[src/rtl/updown_ctrl_pkg.sv]
// Shared definitions for the up/down pushbutton counter controller:
// command encodings, count width and the wrap-detection helper.
package updown_ctrl_pkg;

    localparam int COUNT_W = 4;

    // Debounce counter width covers the full DEBOUNCE_CYCLES range (up to 65535).
    localparam int DB_CNT_W = 16;

    typedef enum logic [1:0] {
        CMD_HOLD = 2'b00,
        CMD_UP   = 2'b01,
        CMD_DOWN = 2'b10
    } cmd_e;

    typedef enum logic [1:0] {
        RPT_IDLE = 2'b00,
        RPT_UP   = 2'b01,
        RPT_DOWN = 2'b10
    } rpt_state_e;

    function automatic logic is_wrap(input cmd_e cmd, input logic [COUNT_W-1:0] q);
        return ((cmd == CMD_UP) && (q == '1)) || ((cmd == CMD_DOWN) && (q == '0));
    endfunction

endpackage

[src/rtl/updown_ctrl_btn_debounce.sv]
// Two-flop synchronizer plus stability-count debouncer for one raw pushbutton.
// Provides the debounced level and a one-cycle pulse aligned with its rise.
module btn_debounce
    import updown_ctrl_pkg::*;
#(
    parameter int DEBOUNCE_CYCLES = 16
) (
    input  logic clk,
    input  logic rst_n,
    input  logic btn_i,
    output logic level_o,
    output logic rise_o
);

    localparam logic [DB_CNT_W-1:0] CNT_LAST = DB_CNT_W'(DEBOUNCE_CYCLES - 1);

    logic                sync1_q;
    logic                sync2_q;
    logic                level_q;
    logic                level_d;
    logic                rise_q;
    logic                rise_d;
    logic [DB_CNT_W-1:0] cnt_q;
    logic [DB_CNT_W-1:0] cnt_d;

    always_ff @(posedge clk or negedge rst_n) begin
        if (!rst_n) begin
            sync1_q <= 1'b0;
            sync2_q <= 1'b0;
        end else begin
            sync1_q <= btn_i;
            sync2_q <= sync1_q;
        end
    end

    // The count tracks consecutive samples differing from the accepted level;
    // any agreeing sample restarts it.
    always_comb begin
        level_d = level_q;
        cnt_d   = '0;
        if (sync2_q != level_q) begin
            if (cnt_q == CNT_LAST) begin
                level_d = sync2_q;
            end else begin
                cnt_d = cnt_q + 1'b1;
            end
        end
        rise_d = level_d & ~level_q;
    end

    always_ff @(posedge clk or negedge rst_n) begin
        if (!rst_n) begin
            level_q <= 1'b0;
            rise_q  <= 1'b0;
            cnt_q   <= '0;
        end else begin
            level_q <= level_d;
            rise_q  <= rise_d;
            cnt_q   <= cnt_d;
        end
    end

    assign level_o = level_q;
    assign rise_o  = rise_q;

endmodule

[src/rtl/updown_ctrl.sv]
// Up/down pushbutton controller driving an external add/subtract stage.
// Optional hold-to-repeat is enabled by defining HOLD_REPEAT_EN.
module updown_ctrl
    import updown_ctrl_pkg::*;
#(
    parameter int DEBOUNCE_CYCLES = 16,
    parameter int REPEAT_DELAY    = 1000,
    parameter int REPEAT_PERIOD   = 250
) (
    input  logic               clk,
    input  logic               rst_n,
    input  logic               btn_up,
    input  logic               btn_down,
    input  logic [COUNT_W-1:0] D,
    output logic [1:0]         A,
    output logic [COUNT_W-1:0] Q,
    output logic               wrap
);

    logic up_level;
    logic up_rise;
    logic dn_level;
    logic dn_rise;

    btn_debounce #(
        .DEBOUNCE_CYCLES(DEBOUNCE_CYCLES)
    ) u_db_up (
        .clk    (clk),
        .rst_n  (rst_n),
        .btn_i  (btn_up),
        .level_o(up_level),
        .rise_o (up_rise)
    );

    btn_debounce #(
        .DEBOUNCE_CYCLES(DEBOUNCE_CYCLES)
    ) u_db_dn (
        .clk    (clk),
        .rst_n  (rst_n),
        .btn_i  (btn_down),
        .level_o(dn_level),
        .rise_o (dn_rise)
    );

    cmd_e               press_cmd;
    cmd_e               cmd_d;
    cmd_e               cmd_q;
    logic [COUNT_W-1:0] q_q;
    logic               wrap_q;

    // The other level is already high when both rise together, so checking
    // it covers both simultaneous presses and conflicts with a held button.
    always_comb begin
        press_cmd = CMD_HOLD;
        if (up_rise && !dn_level) begin
            press_cmd = CMD_UP;
        end else if (dn_rise && !up_level) begin
            press_cmd = CMD_DOWN;
        end
    end

`ifdef HOLD_REPEAT_EN
    localparam int RPT_MAX = (REPEAT_DELAY > REPEAT_PERIOD) ? REPEAT_DELAY : REPEAT_PERIOD;
    localparam int RPT_W   = $clog2(RPT_MAX + 1);
    localparam logic [RPT_W-1:0] RPT_FIRST = RPT_W'(REPEAT_DELAY - 1);
    localparam logic [RPT_W-1:0] RPT_NEXT  = RPT_W'(REPEAT_PERIOD - 1);

    rpt_state_e       state_q;
    rpt_state_e       state_d;
    logic [RPT_W-1:0] rpt_q;
    logic [RPT_W-1:0] rpt_d;
    logic             hold_up;
    logic             hold_dn;

    assign hold_up = up_level & ~dn_level;
    assign hold_dn = dn_level & ~up_level;

    always_ff @(posedge clk or negedge rst_n) begin
        if (!rst_n) begin
            state_q <= RPT_IDLE;
            rpt_q   <= '0;
        end else begin
            state_q <= state_d;
            rpt_q   <= rpt_d;
        end
    end

    // rpt_q counts down to the next repeat; it reaches zero exactly on the
    // edge that must register the repeated command.
    always_comb begin
        state_d = state_q;
        rpt_d   = rpt_q;
        unique case (state_q)
            RPT_IDLE: begin
                if (press_cmd == CMD_UP) begin
                    state_d = RPT_UP;
                    rpt_d   = RPT_FIRST;
                end else if (press_cmd == CMD_DOWN) begin
                    state_d = RPT_DOWN;
                    rpt_d   = RPT_FIRST;
                end
            end
            RPT_UP: begin
                if (!hold_up) begin
                    state_d = RPT_IDLE;
                end else if (rpt_q == '0) begin
                    rpt_d = RPT_NEXT;
                end else begin
                    rpt_d = rpt_q - 1'b1;
                end
            end
            RPT_DOWN: begin
                if (!hold_dn) begin
                    state_d = RPT_IDLE;
                end else if (rpt_q == '0) begin
                    rpt_d = RPT_NEXT;
                end else begin
                    rpt_d = rpt_q - 1'b1;
                end
            end
            default: state_d = RPT_IDLE;
        endcase
    end

    always_comb begin
        cmd_d = press_cmd;
        if ((state_q == RPT_UP) && hold_up && (rpt_q == '0)) begin
            cmd_d = CMD_UP;
        end else if ((state_q == RPT_DOWN) && hold_dn && (rpt_q == '0)) begin
            cmd_d = CMD_DOWN;
        end
    end
`else
    always_comb begin
        cmd_d = press_cmd;
    end
`endif

    always_ff @(posedge clk or negedge rst_n) begin
        if (!rst_n) begin
            cmd_q  <= CMD_HOLD;
            q_q    <= '0;
            wrap_q <= 1'b0;
        end else begin
            cmd_q  <= cmd_d;
            q_q    <= D;
            wrap_q <= is_wrap(cmd_q, q_q);
        end
    end

    assign A    = cmd_q;
    assign Q    = q_q;
    assign wrap = wrap_q;

endmodule

[config.mk]
export PLATFORM = sky130hd
export DESIGN_NAME = updown_ctrl
export DESIGN_NICKNAME = d
export VERILOG_FILES = /design/src/rtl/updown_ctrl_pkg.sv /design/src/rtl/updown_ctrl_btn_debounce.sv /design/src/rtl/updown_ctrl.sv
export SDC_FILE = /design/constraint.sdc
export NUM_CORES = 1
export LEC_CHECK = 0
export CORE_ASPECT_RATIO = 1.2
export CORE_MARGIN = 4
export CORE_UTILIZATION = 51
export CTS_CLUSTER_DIAMETER = 50
export DETAILED_ROUTE_END_ITERATION = 10
export PLACE_DENSITY = 0.74
export SLEW_MARGIN = 20
export SYNTH_ARGS = -nofsm -noshare
export SYNTH_HDL_FRONTEND = slang
export SYNTH_SLANG_ARGS = --single-unit
[constraint.sdc]
create_clock -name clk -period 1.8 [get_ports clk]
set_clock_uncertainty 0.2 [all_clocks]
set_input_delay 0.36 -clock clk [delete_from_list [all_inputs] [get_ports clk]]
set_output_delay 0.36 -clock clk [all_outputs]
set_load 0.03 [all_outputs]
## Word level (Yosys, flattened, before mapping)

Index checks and enable logic that the tools add are counted.

| word-level totals | value |
|---|---|
| flip-flop bits (word level) | 47 |
| bits in latches | 0 |
| memories | 0 |
| ROM bits | 0 |
| bits of input ports | 8 |
| memory bits (writable) | 0 |

| cells by class | value |
|---|---|
| multiply operators | 0 |
| reduce and logical (&&, ||, !) cells | 8 |
| bitwise gates (word level) | 4 |
| muxes and demuxes | 10 |
| add/sub/neg operators | 2 |
| shift-type cells | 0 |
| equal/unequal tests | 7 |
| magnitude comparators | 0 |
| divide/modulo/power cells | 0 |

Operators by type and width:

| kind | number |
|---|---|
| $mux W16 | 4 |
| $add A16 B1 Y16 const B | 2 |
| $eq A16 B4 Y1 const B | 2 |
| $eq A4 B4 Y1 const B | 1 |
| $logic_and A1 B1 Y1 | 4 |
| $logic_not A4 Y1 | 1 |
| $mux W1 | 4 |
| $mux W2 | 2 |
| $and A1 B1 Y1 | 2 |
| $eq A2 B1 Y1 const B | 1 |
| $eq A2 B2 Y1 const B | 1 |
| $logic_not A1 Y1 | 2 |
| $ne A1 B1 Y1 | 2 |
| $not A1 Y1 | 2 |
| $logic_or A1 B1 Y1 | 1 |

## Logic depth before layout (Yosys ltp)

| depth | value |
|---|---|
| word-level depth | 4 |
| depth in mapped cells | 6 |
| gate-level depth less buffers | 5 |

## Cells and area by module

A second synthesis with hierarchy kept.

| unflattened totals | value |
|---|---|
| cell total of the unflattened synthesis | 190 |
| area, all modules | 2145.8 µm² |

Modules (own cells, without submodules):

| module | seq. area each (µm²) | area an instance (µm²) | instances | cells each |
|---|---|---|---|---|
| btn_debounce | 500.5 | 960.9 | 2 | 88 |
| updown_ctrl | 175.2 | 224.0 | 1 | 14 |

## Worst setup path after synthesis

Ideal clock, no wire load.

| path | value |
|---|---|
| path kind | register to register |
| start | register u_db_dn.cnt_q[0] |
| end | register u_db_dn.cnt_q[10] |
| arrival time | 1446 ps |
| stages on the path, launching flop included | 7 |
| slack | 22 ps |
| buffers on the path | 1 |
| cells stage by stage | dfrtp_1 > ha_1 > and3_1 > nand4_1 > nand2_1 > clkbuf_1 > nor2_1 |

| on the way | value |
|---|---|
| cells in the longest elaborated chain, start to end | 3 |

RTL lines:

| item | RTL line | text |
|---|---|---|
| from (decl) | updown_ctrl_btn_debounce.sv:23 | `logic [DB_CNT_W-1:0] cnt_q;` |
| from (signal assigned) | updown_ctrl_btn_debounce.sv:59 | `cnt_q <= cnt_d;` |
| $add A16 B1 Y16 or $eq A16 B4 Y1 (tied branches) | updown_ctrl_btn_debounce.sv:45, updown_ctrl_btn_debounce.sv:42 |  |
| $mux W16 (*) | updown_ctrl_btn_debounce.sv:42 | `if (cnt_q == CNT_LAST) begin` |
| $mux W16 (*) | updown_ctrl_btn_debounce.sv:41 | `if (sync2_q != level_q) begin` |
| via u_db_dn.cnt_d[10] | updown_ctrl_btn_debounce.sv:24 | `logic [DB_CNT_W-1:0] cnt_d;` |

The timed path passes the listed nets; every way through them passes the cells marked *.

## Worst setup path after layout

| path | value |
|---|---|
| start | register u_db_dn.cnt_q[8] |
| end | register u_db_dn.cnt_q[15] |

Same word-level chain as after synthesis.

==> summary.md <==
| Metric | Value |
|---|---|
| Status | `complete, no violations` |
| Sum of negative setup slack | `0 ns` |
| Io pins | `15` |
| Clock root cell | `clkbuf_8` |
| Asr flop ratio synth | `100.0%` |
| Internal | `0.001545 W` |
| Layout cells sized above 1 | `17.26%` |
| Worst setup EP type | `flip-flop` |
| TritonCTS buffer count | `5` |
| Floorplan Core Area | `3724 um2` |
| # diodes | `0` |
| Fmax | `568.9 MHz` |
| Hold slack | `0.1601 ns` |
| Drt drc | `0` |
| Vias/cell | `5.388` |
| CTS tree | `built` |
| Final WS setup | `0.04222 ns` |
| Hold Path Depth | `0` |
| Worst-margin pin slew | `0.3421 ns` |
| Worst Path Max Fanout | `3` |
| Sequential group share of total power | `54.8%` |
| Cell Pwr Density | `785.5 nW/um2` |
| Die Span X | `65.39 um` |
| Top-count cell post-synth | `dfrtp_1` |
| Kind of critical path | `reg2reg` |
| CP bufs+invs | `0` |
| Die height | `76.87 um` |
| Vias in the first global route | `1647` |
| Final nets | `235` |
| Hold Path End | `u_db_dn.sync2_q` |
| Hold Path Class | `reg2reg` |
| Initial antenna violation count | `0` |
| Largest net degree at the start of global routing | `48` |
| Top FF cell, synth | `dfrtp_1` |
| Final Cycle Share | `97.65%` |
| Pre-CTS setup slack | `0.03344 ns` |
| Final WL | `4.090 mm` |
| CP Depth | `4` |
| DPL Wire Length | `2.858 mm` |
| Final RePlAce weighted congestion | `0.9006` |
| Wire per inst | `14.71 um` |
| Beginning of the worst hold path | `u_db_dn.sync1_q` |
| Total of max-cap violations | `0` |
| I/O Buffers | `14` |
| Leading area contributor after synthesis | `dfrtp_1` |
| Initial DRC count | `113` |
| Tot GR Track Use | `18.36%` |
| First-pass GRT wire length | `7.217 mm` |
| Req. time, crit path | `1.83 ns` |
| DRT Pass-1 Iters | `4` |
| Vias | `1498` |
| Syn. warnings | `0` |
| Switch Pwr | `0.0004447 W` |
| Maximum vdd drop | `0.7139 mV` |
| Mapped Nets | `197` |
| GRT overflow | `0` |
| Top cell family by delay on the critical path | `simple AND/OR/NAND/NOR gates` |
| Clock buffer depth | `2` |
| FF-to-FF Start | `u_db_dn.cnt_q[8]` |
| Leading post-synthesis cells by cell area | `dfrtp_1 58%, xnor2_1 10%, nor2_1 6.5%` |
| Top-area cell type share of the netlist area | `58.35%` |
| FF-to-FF setup slack | `0.04 ns` |
| Synthesized area | `2016 um2` |
| Area of placed instances | `2354 um2` |
| Number of cells on the worst reg-to-reg path | `4` |
| H-tree depth | `2` |
| Tmin final | `1.758 ns` |
| Cell area after layout | `2532 um2` |
| Starting density of the core | `54.13%` |
| Leakage power | `1.077 nW` |
| Clk Latency, worst-skew pair | `0.30 ns` |
| Logic gate share of total power | `5.7%` |
| Fin. max-slew vios | `0` |
| Post-synthesis sequential area ratio | `58.35%` |
| Setup violators final | `0` |
| Cell count after synthesis | `187` |
| Rows | `24` |
| CP Data Arrival Time | `1.79 ns` |
| Final Hold Vio Count | `0` |
| Switching Share | `22.35%` |
| Synth cell count leaders | `47 x dfrtp_1, 35 x nor2_1, 24 x xnor2_1` |
| Post-synth EDFFs | `0` |
| Max_slew headroom | `77.12%` |
| Clk slew on worst S/H paths | `0.09 ns` |
| Crit start category | `flip-flop` |
| Critical path's slowest cell | `dfrtp_1` |
| Post-route ant nets | `0` |
| Clock share of power | `39.5%` |
| Synth unique cells | `25` |
| Slowest stage delay, CP | `0.42 ns` |
| Avg Inst Size Synth | `10.78 um2` |
| R2r endpoint | `u_db_dn.cnt_q[15]` |
| CP cell instances | `nand4_2, or3_4, or4_1, a21oi_1` |
| Die area | `5026 um2` |
| Clock sink total | `47` |
| Area growth syn-to-layout | `25.64%` |
| #FFs+latches synth | `47` |
[cell type report]
type | instances | area [um2]
multi-input combinational | 132 | 839.6
timing repair buffer | 34 | 316.6
clock buffer | 5 | 68.82
fill | 319 | 1191
sequential | 47 | 1177
inverter | 5 | 18.77
tap | 52 | 65.06
clock inverter | 3 | 46.29
[logic make-up after synthesis]
group | synth area share, %
buffers and inverters | 1.552
xor gates and xnor gates | 12.60
AOI/OAI and AO/OA | 0.9927
DFF | 58.35
adders and majority gates | 1.241
muxes | 1.117
and+or+nand+nor | 24.15
[timing repair]
item,4_1_cts,5_1_grt
pin swaps,0,3
setup buffers,0,4
setup endpoints to repair,7,22
hold endpoints to repair,47,0
gates resized for setup,7,7
hold buffers,1,0
[how the worst max path moves through the flow]
stage	start	to	slack, ns
2_1_floorplan	u_db_dn.cnt_q[0]	u_db_dn.cnt_q[10]	0.02
5_1_grt	u_db_dn.cnt_q[12]	u_db_dn.rise_o	-0.004
6_report	u_db_dn.cnt_q[8]	u_db_dn.cnt_q[15]	0.04
4_1_cts	u_db_dn.cnt_q[9]	u_db_dn.cnt_q[15]	0.02
3_5_place_dp	u_db_dn.cnt_q[9]	u_db_dn.cnt_q[15]	0.03
3_3_place_gp	u_db_dn.cnt_q[11]	u_db_dn.cnt_q[15]	0.11
[metal layers]
layer | vias up | GRT usage (%) | share of wire (%)
li1 | 716 | - | -
met1 | 745 | 19.28 | 38
met2 | 31 | 34.45 | 58
met3 | 6 | 4.678 | 3.2
met4 | 0 | 6.224 | 1.2
met5 | - | 0 | 0
[power by group through the flow]
stage | clock [W] | combinational [W] | sequential, W
detailed placement | 0 | 0.000114 | 0.00111
floorplan | 0 | 0.0000257 | 0.00112
finish | 0.000786 | 0.000113 | 0.00109
global route | 0.000852 | 0.000124 | 0.00110
global placement | 0 | 0.000110 | 0.00111
CTS | 0.000801 | 0.000114 | 0.00109
[cells in the final DEF, fill, tap and decap left out, types with 2 or more instances in the layout]
cell type,Yosys,routed
dlygate4sd2_1,0,7
nor3b_1,3,3
dfrtp_1,47,46
nand2_1,9,9
xor2_1,5,5
nand4_1,8,8
buf_12,0,3
o31ai_1,2,2
nand3_1,11,10
clkdlybuf4s50_1,0,6
xnor2_1,24,24
and3_1,3,3
buf_4,0,16
nor4_1,11,8
inv_1,5,5
nor2_1,35,35
mux2_2,2,2
nor4_2,0,3
clkbuf_8,0,5
nor3_1,9,9
[metrics by stage]
stage               std cells  power (W)  utilization [%]
floorplan                 187   0.001146                -
global placement          265   0.001218            63.21
detailed placement        265   0.001225            63.21
CTS                       274   0.002006            66.33
global route              278   0.002072            68.01
finish                    278   0.001989            68.01
[state kept, by name, indices dropped and copies added, names as in the netlist]
| signal | count |
|---|---|
| u_db_dn.cnt_q | 16 |
| u_db_up.cnt_q | 16 |
| u_db_up.sync2_q | 1 |
| u_db_up.level_o | 1 |
| Q | 4 |
| u_db_dn.sync1_q | 1 |
| u_db_dn.rise_o | 1 |
| wrap | 1 |
| u_db_dn.sync2_q | 1 |
| A | 2 |
| u_db_up.sync1_q | 1 |
| u_db_dn.level_o | 1 |
| u_db_up.rise_o | 1 |
(Power assumes the default switching activity.)
